[src/rtl/slv_guard_mc_pkg.sv]
// ============================================================================
// Module   : slv_guard_mc_pkg
// Brief    : Shared types for the multi-channel subordinate guard.
// Revision : 1.0 - initial release
// ============================================================================
`default_nettype none

package slv_guard_mc_pkg;

  localparam int unsigned CNT_WIDTH = 10;

  typedef enum logic [1:0] {
    ST_RUN   = 2'd0,
    ST_FAULT = 2'd1,
    ST_RESET = 2'd2,
    ST_CLEAR = 2'd3
  } state_e;

  typedef enum logic [1:0] {
    CAUSE_NONE     = 2'd0,
    CAUSE_TIMEOUT  = 2'd1,
    CAUSE_SPURIOUS = 2'd2
  } cause_e;

  typedef logic [CNT_WIDTH-1:0] budget_t;

endpackage

`default_nettype wire

[src/rtl/slv_guard_id_tracker.sv]
// ============================================================================
// Module   : slv_guard_id_tracker
// Brief    : Per-ID outstanding counters and response timers for one channel.
// Revision : 1.0 - initial release
// ============================================================================
`default_nettype none

module slv_guard_id_tracker
  import slv_guard_mc_pkg::*;
#(
  parameter int unsigned IdWidth      = 2,
  parameter int unsigned MaxTxnsPerId = 4,
  parameter int unsigned CntWidth     = CNT_WIDTH
) (
  input  logic                    clk_i,
  input  logic                    rst_i,
  input  logic                    clr_i,
  input  logic                    guard_ena_i,
  input  logic [CntWidth-1:0]     budget_i,
  input  logic                    req_acc_i,
  input  logic [IdWidth-1:0]      req_id_i,
  input  logic                    rsp_hs_i,
  input  logic                    rsp_last_i,
  input  logic [IdWidth-1:0]      rsp_id_i,
  output logic                    full_o,
  output logic                    rsp_zero_o,
  output logic                    spurious_o,
  output logic [IdWidth-1:0]      spurious_id_o,
  output logic [2**IdWidth-1:0]   timeout_vec_o
);

  localparam int unsigned NumIds  = 2**IdWidth;
  localparam int unsigned TxnCntW = $clog2(MaxTxnsPerId + 1);
  localparam logic [TxnCntW-1:0] MaxCnt = TxnCntW'(MaxTxnsPerId);
  localparam logic [CntWidth-1:0] TmrMax = '1;

  logic [TxnCntW-1:0]  cnt_q [NumIds];
  logic [TxnCntW-1:0]  cnt_d [NumIds];
  logic [CntWidth-1:0] tmr_q [NumIds];
  logic [CntWidth-1:0] tmr_d [NumIds];
  logic [NumIds-1:0]   acc;
  logic [NumIds-1:0]   ret;
  logic [NumIds-1:0]   busy;
  logic                tmr_run;

  assign tmr_run       = guard_ena_i & (budget_i != '0);
  assign full_o        = (cnt_q[req_id_i] == MaxCnt);
  assign rsp_zero_o    = (cnt_q[rsp_id_i] == '0);
  assign spurious_o    = rsp_hs_i & rsp_zero_o;
  assign spurious_id_o = rsp_id_i;

  always_comb begin
    for (int i = 0; i < NumIds; i++) begin
      acc[i]           = req_acc_i && (req_id_i == IdWidth'(i));
      ret[i]           = rsp_hs_i && rsp_last_i && (rsp_id_i == IdWidth'(i));
      busy[i]          = (cnt_q[i] != '0);
      cnt_d[i]         = cnt_q[i];
      tmr_d[i]         = tmr_q[i];
      timeout_vec_o[i] = busy[i] && (budget_i != '0) && (tmr_q[i] >= budget_i);
      if (clr_i) begin
        cnt_d[i] = '0;
        tmr_d[i] = '0;
      end else begin
        // A retire against an empty counter is spurious and leaves it at zero.
        if (acc[i] && !(ret[i] && busy[i])) begin
          cnt_d[i] = cnt_q[i] + TxnCntW'(1);
        end else if (!acc[i] && ret[i] && busy[i]) begin
          cnt_d[i] = cnt_q[i] - TxnCntW'(1);
        end
        if ((acc[i] && !busy[i]) || ret[i]) begin
          tmr_d[i] = '0;
        end else if (busy[i] && tmr_run) begin
          tmr_d[i] = (tmr_q[i] == TmrMax) ? tmr_q[i] : tmr_q[i] + CntWidth'(1);
        end else begin
          tmr_d[i] = '0;
        end
      end
    end
  end

  always_ff @(posedge clk_i) begin
    if (rst_i) begin
      for (int i = 0; i < NumIds; i++) begin
        cnt_q[i] <= '0;
        tmr_q[i] <= '0;
      end
    end else begin
      for (int i = 0; i < NumIds; i++) begin
        cnt_q[i] <= cnt_d[i];
        tmr_q[i] <= tmr_d[i];
      end
    end
  end

endmodule

`default_nettype wire

[src/rtl/slv_guard_mc.sv]
// ============================================================================
// Module   : slv_guard_mc
// Brief    : Multi-channel subordinate guard: timeout/spurious detection,
//            isolation and reset handshake.
// Revision : 1.0 - initial release
// ============================================================================
`default_nettype none

module slv_guard_mc
  import slv_guard_mc_pkg::*;
#(
  parameter int unsigned NumChannels  = 2,
  parameter int unsigned IdWidth      = 2,
  parameter int unsigned MaxTxnsPerId = 4,
  parameter int unsigned CntWidth     = CNT_WIDTH,
  localparam int unsigned ChW         = (NumChannels > 1) ? $clog2(NumChannels) : 1
) (
  input  logic                            clk_i,
  input  logic                            rst_i,
  input  logic                            guard_ena_i,
  input  logic [NumChannels*CntWidth-1:0] budget_i,
  input  logic [NumChannels-1:0]          mst_req_valid_i,
  output logic [NumChannels-1:0]          mst_req_ready_o,
  input  logic [NumChannels*IdWidth-1:0]  mst_req_id_i,
  output logic [NumChannels-1:0]          slv_req_valid_o,
  input  logic [NumChannels-1:0]          slv_req_ready_i,
  input  logic [NumChannels-1:0]          slv_rsp_valid_i,
  output logic [NumChannels-1:0]          slv_rsp_ready_o,
  input  logic [NumChannels*IdWidth-1:0]  slv_rsp_id_i,
  input  logic [NumChannels-1:0]          slv_rsp_last_i,
  output logic [NumChannels-1:0]          mst_rsp_valid_o,
  input  logic [NumChannels-1:0]          mst_rsp_ready_i,
  output logic                            irq_o,
  output logic                            rst_req_o,
  input  logic                            rst_stat_i,
  output logic [1:0]                      fault_cause_o,
  output logic [ChW-1:0]                  fault_ch_o,
  output logic [IdWidth-1:0]              fault_id_o
);

  localparam int unsigned NumIds = 2**IdWidth;

  logic [NumChannels-1:0]              full;
  logic [NumChannels-1:0]              rsp_zero;
  logic [NumChannels-1:0]              spurious;
  logic [NumChannels-1:0]              req_acc;
  logic [NumChannels-1:0]              rsp_hs;
  logic [NumChannels-1:0][NumIds-1:0]  timeout_vec;
  logic [NumChannels-1:0][IdWidth-1:0] spurious_id;

  state_e              state_q, state_d;
  cause_e              fault_cause_q, fault_cause_d;
  logic [ChW-1:0]      fault_ch_q, fault_ch_d;
  logic [IdWidth-1:0]  fault_id_q, fault_id_d;

  logic                hit;
  logic                det;
  cause_e              det_cause;
  logic [ChW-1:0]      det_ch;
  logic [IdWidth-1:0]  det_id;
  logic                run;

  assign run     = (state_q == ST_RUN);
  assign req_acc = mst_req_valid_i & mst_req_ready_o;
  assign rsp_hs  = slv_rsp_valid_i & slv_rsp_ready_o;

  generate
    for (genvar c = 0; c < NumChannels; c++) begin : g_ch
      slv_guard_id_tracker #(
        .IdWidth      (IdWidth),
        .MaxTxnsPerId (MaxTxnsPerId),
        .CntWidth     (CntWidth)
      ) u_trk (
        .clk_i         (clk_i),
        .rst_i         (rst_i),
        .clr_i         (state_q == ST_CLEAR),
        .guard_ena_i   (guard_ena_i),
        .budget_i      (budget_i[c*CntWidth +: CntWidth]),
        .req_acc_i     (req_acc[c]),
        .req_id_i      (mst_req_id_i[c*IdWidth +: IdWidth]),
        .rsp_hs_i      (rsp_hs[c]),
        .rsp_last_i    (slv_rsp_last_i[c]),
        .rsp_id_i      (slv_rsp_id_i[c*IdWidth +: IdWidth]),
        .full_o        (full[c]),
        .rsp_zero_o    (rsp_zero[c]),
        .spurious_o    (spurious[c]),
        .spurious_id_o (spurious_id[c]),
        .timeout_vec_o (timeout_vec[c])
      );
    end
  endgenerate

  // Scan from the highest index down so the lowest (channel, ID) is the last
  // writer; on one (channel, ID) a timeout beats a spurious response.
  always_comb begin
    hit       = 1'b0;
    det_cause = CAUSE_NONE;
    det_ch    = '0;
    det_id    = '0;
    for (int c = NumChannels - 1; c >= 0; c--) begin
      for (int i = NumIds - 1; i >= 0; i--) begin
        if (timeout_vec[c][i] || (spurious[c] && (spurious_id[c] == IdWidth'(i)))) begin
          hit       = 1'b1;
          det_cause = timeout_vec[c][i] ? CAUSE_TIMEOUT : CAUSE_SPURIOUS;
          det_ch    = ChW'(c);
          det_id    = IdWidth'(i);
        end
      end
    end
    det = hit & run & guard_ena_i;
  end

  always_comb begin
    state_d       = state_q;
    fault_cause_d = fault_cause_q;
    fault_ch_d    = fault_ch_q;
    fault_id_d    = fault_id_q;
    case (state_q)
      ST_RUN: begin
        if (det) begin
          state_d       = ST_FAULT;
          fault_cause_d = det_cause;
          fault_ch_d    = det_ch;
          fault_id_d    = det_id;
        end
      end
      ST_FAULT: if (rst_stat_i)  state_d = ST_RESET;
      ST_RESET: if (!rst_stat_i) state_d = ST_CLEAR;
      ST_CLEAR: begin
        state_d       = ST_RUN;
        fault_cause_d = CAUSE_NONE;
        fault_ch_d    = '0;
        fault_id_d    = '0;
      end
      default: state_d = ST_RUN;
    endcase
  end

  // Outside RUN every channel is isolated and responses are drained.
  always_comb begin
    mst_req_ready_o = run ? (slv_req_ready_i & ~full)     : '0;
    slv_req_valid_o = run ? (mst_req_valid_i & ~full)     : '0;
    slv_rsp_ready_o = run ? mst_rsp_ready_i               : '1;
    mst_rsp_valid_o = run ? (slv_rsp_valid_i & ~rsp_zero) : '0;
    irq_o           = (state_q == ST_FAULT) || (state_q == ST_RESET);
    rst_req_o       = (state_q == ST_FAULT) && !rst_stat_i;
  end

  assign fault_cause_o = fault_cause_q;
  assign fault_ch_o    = fault_ch_q;
  assign fault_id_o    = fault_id_q;

  always_ff @(posedge clk_i) begin
    if (rst_i) begin
      state_q       <= ST_RUN;
      fault_cause_q <= CAUSE_NONE;
      fault_ch_q    <= '0;
      fault_id_q    <= '0;
    end else begin
      state_q       <= state_d;
      fault_cause_q <= fault_cause_d;
      fault_ch_q    <= fault_ch_d;
      fault_id_q    <= fault_id_d;
    end
  end

endmodule

`default_nettype wire

[config.mk]
export PLATFORM = sky130hd
export DESIGN_NAME = slv_guard_mc
export DESIGN_NICKNAME = d
export VERILOG_FILES = /design/src/rtl/slv_guard_mc_pkg.sv /design/src/rtl/slv_guard_id_tracker.sv /design/src/rtl/slv_guard_mc.sv
export SDC_FILE = /design/constraint.sdc
export NUM_CORES = 1
export LEC_CHECK = 0
export ABC_AREA = 1
export BUFFER_PORTS_ARGS = -buffer_cell sky130_fd_sc_hd__buf_2
export CORE_MARGIN = 4
export CORE_UTILIZATION = 56
export DETAILED_ROUTE_END_ITERATION = 16
export HOLD_SLACK_MARGIN = 0.03
export PLACE_DENSITY = 0.74
export SYNTH_ARGS = -nofsm -noshare
export SYNTH_HDL_FRONTEND = slang
export SYNTH_SLANG_ARGS = --single-unit
export TNS_END_PERCENT = 30
[constraint.sdc]
create_clock -name clk_i -period 2.14 [get_ports clk_i]
set_input_delay 0.321 -clock clk_i [delete_from_list [all_inputs] [get_ports clk_i]]
set_output_delay 0.321 -clock clk_i [all_outputs]
set_load 0.05 [all_outputs]
==> metrics.cfg, run 1 <==
[grt]
antenna_found_initial=0
grt_pass1_vias=7746
grt_max_degree=25
grt_usage_pct=24.9
grt_overflow=0
grt_pass1_wl_um=33900

[cts]
insertion_delay_ns=0.36
cts_buffer_depth=2
cts-hold-fix-buffers=0
cts_sinks=111
cts_tree=done
cts-htree-levels=3
clockRootBuffer=clkbuf_16
clkTransAtPathRegs_ns=0.07
cts_made_buffers=9

[synthesis]
yosysMostFrequentCell=nand2_1
synthArstFlopShare_pct=0
ys_warn_count=0
synth-seq-cells=111
postSynthCellCount=1147
avgSynthCellArea_um2=6.93
synth-seq-area-share_pct=27.9
yosysTopAreaCell=dfxtp_1
syn_nets=1289
synth_cell_types=43
yosysTopAreaCellShare_pct=27.9
synthTopCellsByCount=nand2_1, inv_1, nor2_1
synth_flop_cell=dfxtp_1
synthTopCellsByArea=dfxtp_1, ha_1, nand2_1
synth_edf_count=0
netlist_area_mm2=0.00795

[routing]
firstDrtPassIters=5
wl_met2_um=10300
wl_met1_um=9480
drt-initial-drc-count=517
vias=8383
routed.top_layer=met4
route.met3.wl_um=960
avgRoutedWirePerCell_um=13.5
drc=0
avgViaCountPerCell=5.39
routed_wl_um=21100
ant_nets=0

[timing]
relSlewSlack_pct=51.5
period_needed_ns=2.23
setup_violations=14
fmax_mhz=449
fin_skew_ns=0.00925
fin_crit_sh_pct=104
rsz0062_at_grt=true
maxSlewViolCount=0
fin_ws_ns=-0.0885
worstMarginPinSlew_ns=0.722
hold_viol=0

[worst_setup_path]
cp_data_required_time_ns=2.44
r2r_start=g_ch[1].u_trk.tmr_q[0][8]
cp_data_arrival_time_ns=2.53
reg2regPathDepth=16
setup.worst_path.end_class=register
reg2reg_setup_slack_ns=-0.09
path_class=reg -> reg
worstReg2RegEnd=fault_cause_o[1]
setup.worst_path.start=g_ch[1].u_trk.tmr_q[0][8]
crit_path_max_fanout=5
cp-start-kind=register

[finish]
antennaDiodeCount=0
syn_to_final_growth_pct=33.3
nets=1513
layoutNonFillerInstCount=1556
drive_above_1_share_pct=30.2
fin_util_pct=76.4

[flow_run]
drv_cap=0

[place]
place_ws_ns=-0.371
dp_cells=1517
dpl.hpwl_um=15000
portBuffers=56
gp_congestion=0.860

[min_path]
whs_endpoint=state_q[1]
min_path_type=in -> reg
worstHoldStart=rst_i
hold_depth=2

[die]
start_util_pct=57.3
rows=43
die_y_um=127
io_pins=57
die_w_um=127
core_area_mm2=0.0139
die-area_mm2=0.0162

[power_and_ir_drop]
finalPower_w=0.00588
peakVddDrop_mv=0.903
power_leakage_nw=4.69
powerDensity_mw_per_mm2=555

[outcome]
violations=setup timing
status=finished with violations

-- per-stage QoR --
stage | TNS [ns] | hold slack [ns] | area (µm²)
finish | -0.657 | 0.264 | 10600
global route | -3.27 | 0.277 | 10600
CTS | -0.0997 | 0.247 | 10200
detailed placement | -4.63 | 0.469 | 9590
global placement | -3.77 | 0.471 | 9590
floorplan | -1.38 | 0.436 | 8050
-- logic make-up (layout without fill, tap and decap cells) --
| family | Yosys count | count (layout) | share of synthesized area [%] |
|---|---|---|---|
| AOI/OAI and AO/OA | 228 | 228 | 16.6 |
| xor gates and xnor gates | 17 | 17 | 1.87 |
| adders and majority gates | 100 | 100 | 16.5 |
| buffers and inverters | 171 | 400 | 8.17 |
| DFF | 111 | 111 | 27.9 |
| muxes | 4 | 4 | 0.566 |
| and+or+nand+nor | 516 | 516 | 28.4 |
-- worst max-delay path by stage --
stage                                           end  slack (ns)
after floorplan           g_ch[1].u_trk.cnt_q[0][2]       -0.20
after global placement    g_ch[0].u_trk.cnt_q[3][2]       -0.36
after detailed placement  g_ch[0].u_trk.cnt_q[3][2]       -0.37
after CTS                 g_ch[0].u_trk.cnt_q[3][2]       -0.05
after global routing               fault_cause_o[1]       -0.24
final                              fault_cause_o[1]       -0.09
-- registers in the layout, indices dropped and copies added, names as in the netlist --
register / flops
fault_ch_o: 1
fault_cause_o: 2
g_ch.u_trk.tmr_q: 80
state_q: 2
g_ch.u_trk.cnt_q: 24
fault_id_o: 2
-- cell type report --
cell class	instances	area, µm²
clock buffers	11	243
clock inverters	5	33.8
fillers	1028	3280
inverters	165	637
multi-input cells	865	5670
flip-flops and latches	111	2260
well taps	180	225
repair buffers	219	1530
-- worst max-delay path, stage by stage, from the launching register on --
cell and delay, ns:
dfxtp_1 0.41, ha_4 0.24, nand2_2 0.07, nor2_2 0.05, o211ai_1 0.12, nand4_1 0.24, nand2_2 0.17, nand2_2 0.07
inv_1 0.08, nand3_2 0.07, inv_2 0.08, nand4_4 0.08, nand3_4 0.11, nand2_4 0.10, inv_6 0.09, nand2_2 0.06
a21oi_2 0.13
-- where the power goes --
group / switching, W / internal (W) / total, W
Clock: 0.000793 / 0.000821 / 0.00161
Sequential: 0.0000464 / 0.00213 / 0.00218
Combinational: 0.00125 / 0.000837 / 0.00208
Total: 0.00209 / 0.00379 / 0.00588
-- repair_timing --
item | 4_1_cts | 5_1_grt
setup buffers | 17 | 6
gates resized for setup | 64 | 99
setup endpoints to repair | 16 | 49
pin swaps | 31 | 29
-- cell usage in the layout, fill, tap and decap left out, types with 10 or more instances in the layout --
cell     instances
nand3_2         12
nand2_1        207
a21oi_2         14
nand3_1         46
o21ai_0         38
nand4_1         24
dfxtp_2         29
o21ai_2         10
nor2_1         119
o21ai_1         11
a21oi_1         96
nand2_2         26
nor3_1          24
a31oi_1         20
buf_2           55
xor2_1          10
inv_2           13
o21a_1          11
inv_1          146
dfxtp_1         82
ha_1            83
buf_4          159
-- routing by layer --
metal | up-vias | global-route usage, %
met5 | - | 0
li1 | 4310 | -
met3 | 31 | 4.64
met2 | 202 | 43.1
met1 | 3840 | 32.7
met4 | 0 | 5.17
Note: power is estimated with default switching activity, not from simulation.
==> run 2: changes to the inputs <==
--- a/config.mk
+++ b/config.mk
@@ -12,6 +12,7 @@
 export DETAILED_ROUTE_END_ITERATION = 16
 export HOLD_SLACK_MARGIN = 0.03
 export PLACE_DENSITY = 0.74
+export RECOVER_POWER = 100
 export SYNTH_ARGS = -nofsm -noshare
 export SYNTH_HDL_FRONTEND = slang
 export SYNTH_SLANG_ARGS = --single-unit
==> metrics.cfg, run 2 (synthesis results as in run 1) <==
[timing]
fin_skew_ns=0.0104  ; +0.00116 ns
hold_viol=0  ; unchanged
fmax_mhz=450  ; +0.24%
rsz0062_at_grt=true
period_needed_ns=2.22  ; -0.00540 ns
maxSlewViolCount=0  ; unchanged
setup_violations=13  ; -1
fin_crit_sh_pct=104  ; -0.25 points
relSlewSlack_pct=51.2  ; -0.26 points
fin_ws_ns=-0.0831  ; +0.00540 ns
worstMarginPinSlew_ns=0.726  ; +0.00391 ns

[power_and_ir_drop]
p_comb_share_pct=35.1  ; -0.3 points
peakVddDrop_mv=0.905  ; +0.26%
netSwitchingFraction_pct=35.6  ; +0.16 points
pwr-share-clk_pct=27.6  ; about the same
power_leakage_nw=4.65  ; -0.75%
p_sw_w=0.00209  ; about the same
finalPower_w=0.00585  ; -0.40%
powerDensity_mw_per_mm2=555  ; about the same
p_int_w=0.00377  ; -0.65%
seqPwrFrac_pct=37.2  ; about the same

[routing]
drt-initial-drc-count=512  ; -0.97%
firstDrtPassIters=4  ; -1
avgViaCountPerCell=5.38  ; -0.21%
ant_nets=0  ; unchanged
routed_wl_um=21100  ; about the same
drc=0  ; unchanged
vias=8365  ; -0.21%
avgRoutedWirePerCell_um=13.5  ; about the same

[finish]
top_register=g_ch.u_trk.tmr_q
nets=1513  ; unchanged
antennaDiodeCount=0  ; unchanged
layout_common_cells=nand2_1, buf_4, inv_1
final_common_cell=nand2_1
syn_to_final_growth_pct=32.7
top_regs=g_ch.u_trk.tmr_q (80), g_ch.u_trk.cnt_q (24)
largest_reg_flops=80  ; unchanged
drive_above_1_share_pct=29.2  ; -1.0 points

[worst_setup_path]
crit_path_max_fanout=5  ; unchanged
cp-start-kind=register
crit_buf_inv=3  ; unchanged
setup.worst_path.end_class=register
critPathMaxStageDelay_ns=0.37  ; -0.04 ns
crit_chain=ha_4 > a21oi_1 > o21a_1 > nand4_1 > nand2_2 > nand2_2 > inv_1 > nand3_2 > inv_2 > nand4_4 > nand3_4 > nand2_4 > inv_6 > nand2_2 > a21oi_2
cp_data_required_time_ns=2.44  ; about the same
path_common_cell=nand2_2
cp_data_arrival_time_ns=2.52  ; about the same
cpMaxStageDelayCell=dfxtp_2
cp_top_family=simple AND/OR/NAND/NOR gates
path_class=reg -> reg

[outcome]
violations=setup timing
status=finished with violations

[die]
core_area_mm2=0.0139  ; unchanged
rows=43  ; unchanged
start_util_pct=57.3  ; unchanged
die-area_mm2=0.0162  ; unchanged
die_w_um=127  ; unchanged
die_y_um=127  ; unchanged
io_pins=57  ; unchanged

[flow_run]
drv_cap=0  ; unchanged

[grt]
use_met2_pct=43.1  ; unchanged
grt_pass1_wl_um=33900  ; unchanged
grt_use_met1_pct=32.7  ; unchanged
grt_max_degree=25  ; unchanged
grt_overflow=0  ; unchanged
grt_pass1_vias=7746  ; unchanged
grt-busiest-layer=met2
gr-usage-met3_pct=4.64  ; unchanged
grt_usage_pct=24.9  ; unchanged
antenna_found_initial=0  ; unchanged

[cts]
cts_sinks=111  ; unchanged
clkTransAtPathRegs_ns=0.08  ; about the same
cts-hold-fix-buffers=0  ; unchanged
cts_buffer_depth=2  ; unchanged
cts_made_buffers=9  ; unchanged
cts-htree-levels=3  ; unchanged
cts_tree=done
clockRootBuffer=clkbuf_16
insertion_delay_ns=0.36  ; about the same

[place]
place_ws_ns=-0.371  ; unchanged
gp_congestion=0.860  ; unchanged
dpl.hpwl_um=15000  ; unchanged
portBuffers=56  ; unchanged

[min_path]
min_path_type=in -> reg

==> run 2: changes by cell type in the layout (fill, tap and decap cells not counted), moves of 2 or more <==
cell      before  now
buf_4        159  153
clkbuf_1       1   10
buf_2         55   47
o311ai_0       0    2
clkbuf_2       0    5
o311ai_2       3    1
==> run 2: metrics by stage <==
stage	utilization, %	hold slack [ns]	cells	TNS, ns	instance area (µm²)
finish	76.0	0.267	1556	-0.645	10600
global route	76.0	0.277	1556	-3.37	10600
CTS	73.4	0.247	1550	-0.0997	10200
detailed placement	69.1	0.469	1517	-4.63	9590
global placement	69.1	0.471	1517	-3.77	9590
floorplan	-	0.436	1147	-1.38	8050
==> run 2: layout make-up <==
| class | count | area, µm² |
|---|---|---|
| Tap cell | 180 | 225 |
| Clock inverter | 5 | 33.8 |
| Fill cell | 1040 | 3330 |
| Timing Repair Buffer | 219 | 1500 |
| Clock buffer | 11 | 243 |
| Sequential cell | 111 | 2260 |
| Multi-Input combinational cell | 865 | 5650 |
| Inverter | 165 | 637 |
==> run 2: worst reg2reg max path, stage by stage, from the launching register on <==
cell     delay, ns
dfxtp_2       0.37
ha_4          0.21
a21oi_1       0.16
o21a_1        0.17
nand4_1       0.21
nand2_2       0.17
nand2_2       0.07
inv_1         0.08
nand3_2       0.07
inv_2         0.08
nand4_4       0.08
nand3_4       0.11
nand2_4       0.10
inv_6         0.09
nand2_2       0.06
a21oi_2       0.13
==> run 2: what timing repair did <==
action,in CTS,in global routing
setup endpoints to repair,16,49
hold endpoints to repair,0,0
setup buffers,17,6
cloned,0,0
pin swaps,31,29
gates resized for setup,64,99
==> run 2: worst paths after layout <==
check | cells after the start | slack, ns | from | endpoint
setup reg to reg | 15 | -0.08 | g_ch[1].u_trk.tmr_q[0][7] | fault_cause_o[1]
hold / removal | 2 | 0.27 | rst_i | state_q[1]
hold reg to reg | 1 | 0.47 | g_ch[0].u_trk.cnt_q[2][0] | g_ch[0].u_trk.cnt_q[2][0]
setup / recovery | 15 | -0.08 | g_ch[1].u_trk.tmr_q[0][7] | fault_cause_o[1]
==> run 2: routing by layer <==
layer	part of all wire [%]	vias to the layer above	wire [µm]
met5	0	-	0
met4	1.5	0	308
met3	4.9	33	1020
met2	49	203	10300
met1	45	3817	9400
li1	-	4312	-
==> run 2: power by group through the flow <==
stage	combinational [W]	clock (W)	sequential (W)
floorplan	0.00107	0	0.00228
global placement	0.00167	0	0.00222
detailed placement	0.00171	0	0.00222
CTS	0.00191	0.00165	0.00218
global route	0.00224	0.00173	0.00218
finish	0.00206	0.00162	0.00218
==> run 3: changes to the inputs <==
--- a/config.mk
+++ b/config.mk
@@ -13,6 +13,7 @@
 export HOLD_SLACK_MARGIN = 0.03
 export PLACE_DENSITY = 0.74
 export RECOVER_POWER = 100
+export SKIP_LAST_GASP = 1
 export SYNTH_ARGS = -nofsm -noshare
 export SYNTH_HDL_FRONTEND = slang
 export SYNTH_SLANG_ARGS = --single-unit
==> metrics.cfg, run 3 (synthesis results as in run 1) <==
[outcome]
status=finished with violations
violations=setup timing

[die]
io_pins=57  ; unchanged
start_util_pct=57.3  ; unchanged
core_area_mm2=0.0139  ; unchanged
die-area_mm2=0.0162  ; unchanged
die_w_um=127  ; unchanged
rows=43  ; unchanged
die_y_um=127  ; unchanged

[cts]
cts_buffer_depth=2  ; unchanged
cts_sinks=111  ; unchanged
cts-hold-fix-buffers=0  ; unchanged
clkTransAtPathRegs_ns=0.07  ; about the same
cts_tree=done
insertion_delay_ns=0.36  ; about the same
clockRootBuffer=clkbuf_16
cts-htree-levels=3  ; unchanged
cts_made_buffers=9  ; unchanged

[routing]
ant_nets=0  ; unchanged
wl_met2_um=9930  ; -3.8%
wl_met1_um=9360  ; -0.49%
vias=8237  ; -1.5%
firstDrtPassIters=5  ; +1
drt-initial-drc-count=473  ; -7.6%
route.met3.wl_um=848  ; -17%
drc=0  ; unchanged
routed.top_layer=met4
avgRoutedWirePerCell_um=13.1  ; -3.0%
routed_wl_um=20400  ; -3.1%
avgViaCountPerCell=5.30  ; -1.4%

[grt]
grt_pass1_wl_um=33800  ; -0.12%
grt_max_degree=25  ; unchanged
antenna_found_initial=0  ; unchanged
grt_pass1_vias=7744  ; -0.026%
grt_overflow=0  ; unchanged
grt_usage_pct=24.9  ; -0.044 points

[worst_setup_path]
cp-start-kind=register
cp_data_required_time_ns=2.38  ; -0.06 ns
critPathMaxStageDelay_ns=0.36  ; about the same
crit_path_max_fanout=4  ; -1
crit_buf_inv=2  ; -1
setup.worst_path.end_class=register
crit_chain=inv_2 > a21oi_2 > nor2_1 > o2111ai_2 > nand2_2 > nor3_4 > nand2_1 > nor2_2 > inv_1 > fa_2 > nor2_1 > a21oi_2 > o21ai_2 > a21oi_1
path_class=reg -> reg
reg2reg_setup_slack_ns=-0.13  ; -0.04 ns
cp_top_family=simple AND/OR/NAND/NOR gates
cpMaxStageDelayCell=fa_2
cp_data_arrival_time_ns=2.51  ; about the same

[timing]
maxSlewViolCount=0  ; unchanged
worstMarginPinSlew_ns=0.668  ; -0.0579 ns
rsz0062_at_grt=true
fin_crit_sh_pct=106  ; +2.1 points
setup_tns_ns=-0.566  ; +0.0788 ns
hold_viol=0  ; unchanged
fmax_mhz=441  ; -2.0%
relSlewSlack_pct=55.1  ; +3.9 points
fin_skew_ns=0.0117  ; +0.00134 ns
fin_ws_ns=-0.128  ; -0.0448 ns
setup_violations=14  ; +1
period_needed_ns=2.27  ; +0.0448 ns

[finish]
antennaDiodeCount=0  ; unchanged
top_register=g_ch.u_trk.tmr_q
layoutNonFillerInstCount=1554  ; -0.13%
largest_reg_flops=80  ; unchanged
final_common_cell=nand2_1
fin_area_mm2=0.0104  ; -1.4%
top_regs=g_ch.u_trk.tmr_q (80), g_ch.u_trk.cnt_q (24)
syn_to_final_growth_pct=30.9
drive_above_1_share_pct=27.3  ; -1.9 points
layout_common_cells=nand2_1, inv_1, buf_4
nets=1511  ; -0.13%

[flow_run]
drv_cap=0  ; unchanged

[place]
portBuffers=56  ; unchanged
dp_cells=1517  ; unchanged
gp_congestion=0.860  ; unchanged
placed_area_mm2=0.00959  ; unchanged
place_ws_ns=-0.371  ; unchanged
dpl.hpwl_um=15000  ; unchanged

[min_path]
min_path_type=in -> reg

[power_and_ir_drop]
peakVddDrop_mv=0.878  ; -3.0%
powerDensity_mw_per_mm2=558  ; +0.58%
power_leakage_nw=4.61  ; -0.80%

==> run 3: per-stage QoR <==
step                hold WS (ns)  power [W]  utilization (%)
finish                     0.255    0.00581             75.0
CTS                        0.247    0.00573             73.4
global route               0.263    0.00610             75.0
global placement           0.471    0.00389             69.1
detailed placement         0.469    0.00393             69.1
floorplan                  0.436    0.00335                -
==> run 3: final timing paths <==
| check | end | cells after the start | from |
|---|---|---|---|
| worst max register to register | g_ch[0].u_trk.cnt_q[2][2] | 14 | g_ch[0].u_trk.cnt_q[0][0] |
| worst min register to register | g_ch[0].u_trk.cnt_q[2][0] | 1 | g_ch[0].u_trk.cnt_q[2][0] |
| worst min-delay path | state_q[1] | 2 | rst_i |
| worst max-delay path | g_ch[0].u_trk.cnt_q[2][2] | 14 | g_ch[0].u_trk.cnt_q[0][0] |
==> run 3: power breakdown <==
group / switching [W] / internal (W)
combinational: 0.00121 / 0.000796
sequential: 0.0000458 / 0.00213
clock: 0.000800 / 0.000822
==> run 3: layout make-up <==
class,count,area [µm²]
Timing Repair Buffer,217,1470
Clock buffer,11,243
Clock inverter,5,33.8
Sequential cell,111,2250
Multi-Input combinational cell,865,5550
Tap cell,180,225
Fill cell,1065,3470
Inverter,165,637
==> run 3: what timing repair did <==
item | 4_1_cts | 5_1_grt
gates resized for setup | 61 | 73
setup endpoints to repair | 16 | 49
setup buffers | 17 | 4
pin swaps | 30 | 31
endpoints found under the hold margin | 0 | 0
==> run 3: metal layers <==
layer	up-vias	global-route usage, %
met5	-	0
met4	0	5.17
met3	34	4.64
met2	171	42.9
met1	3725	32.8
li1	4307	-
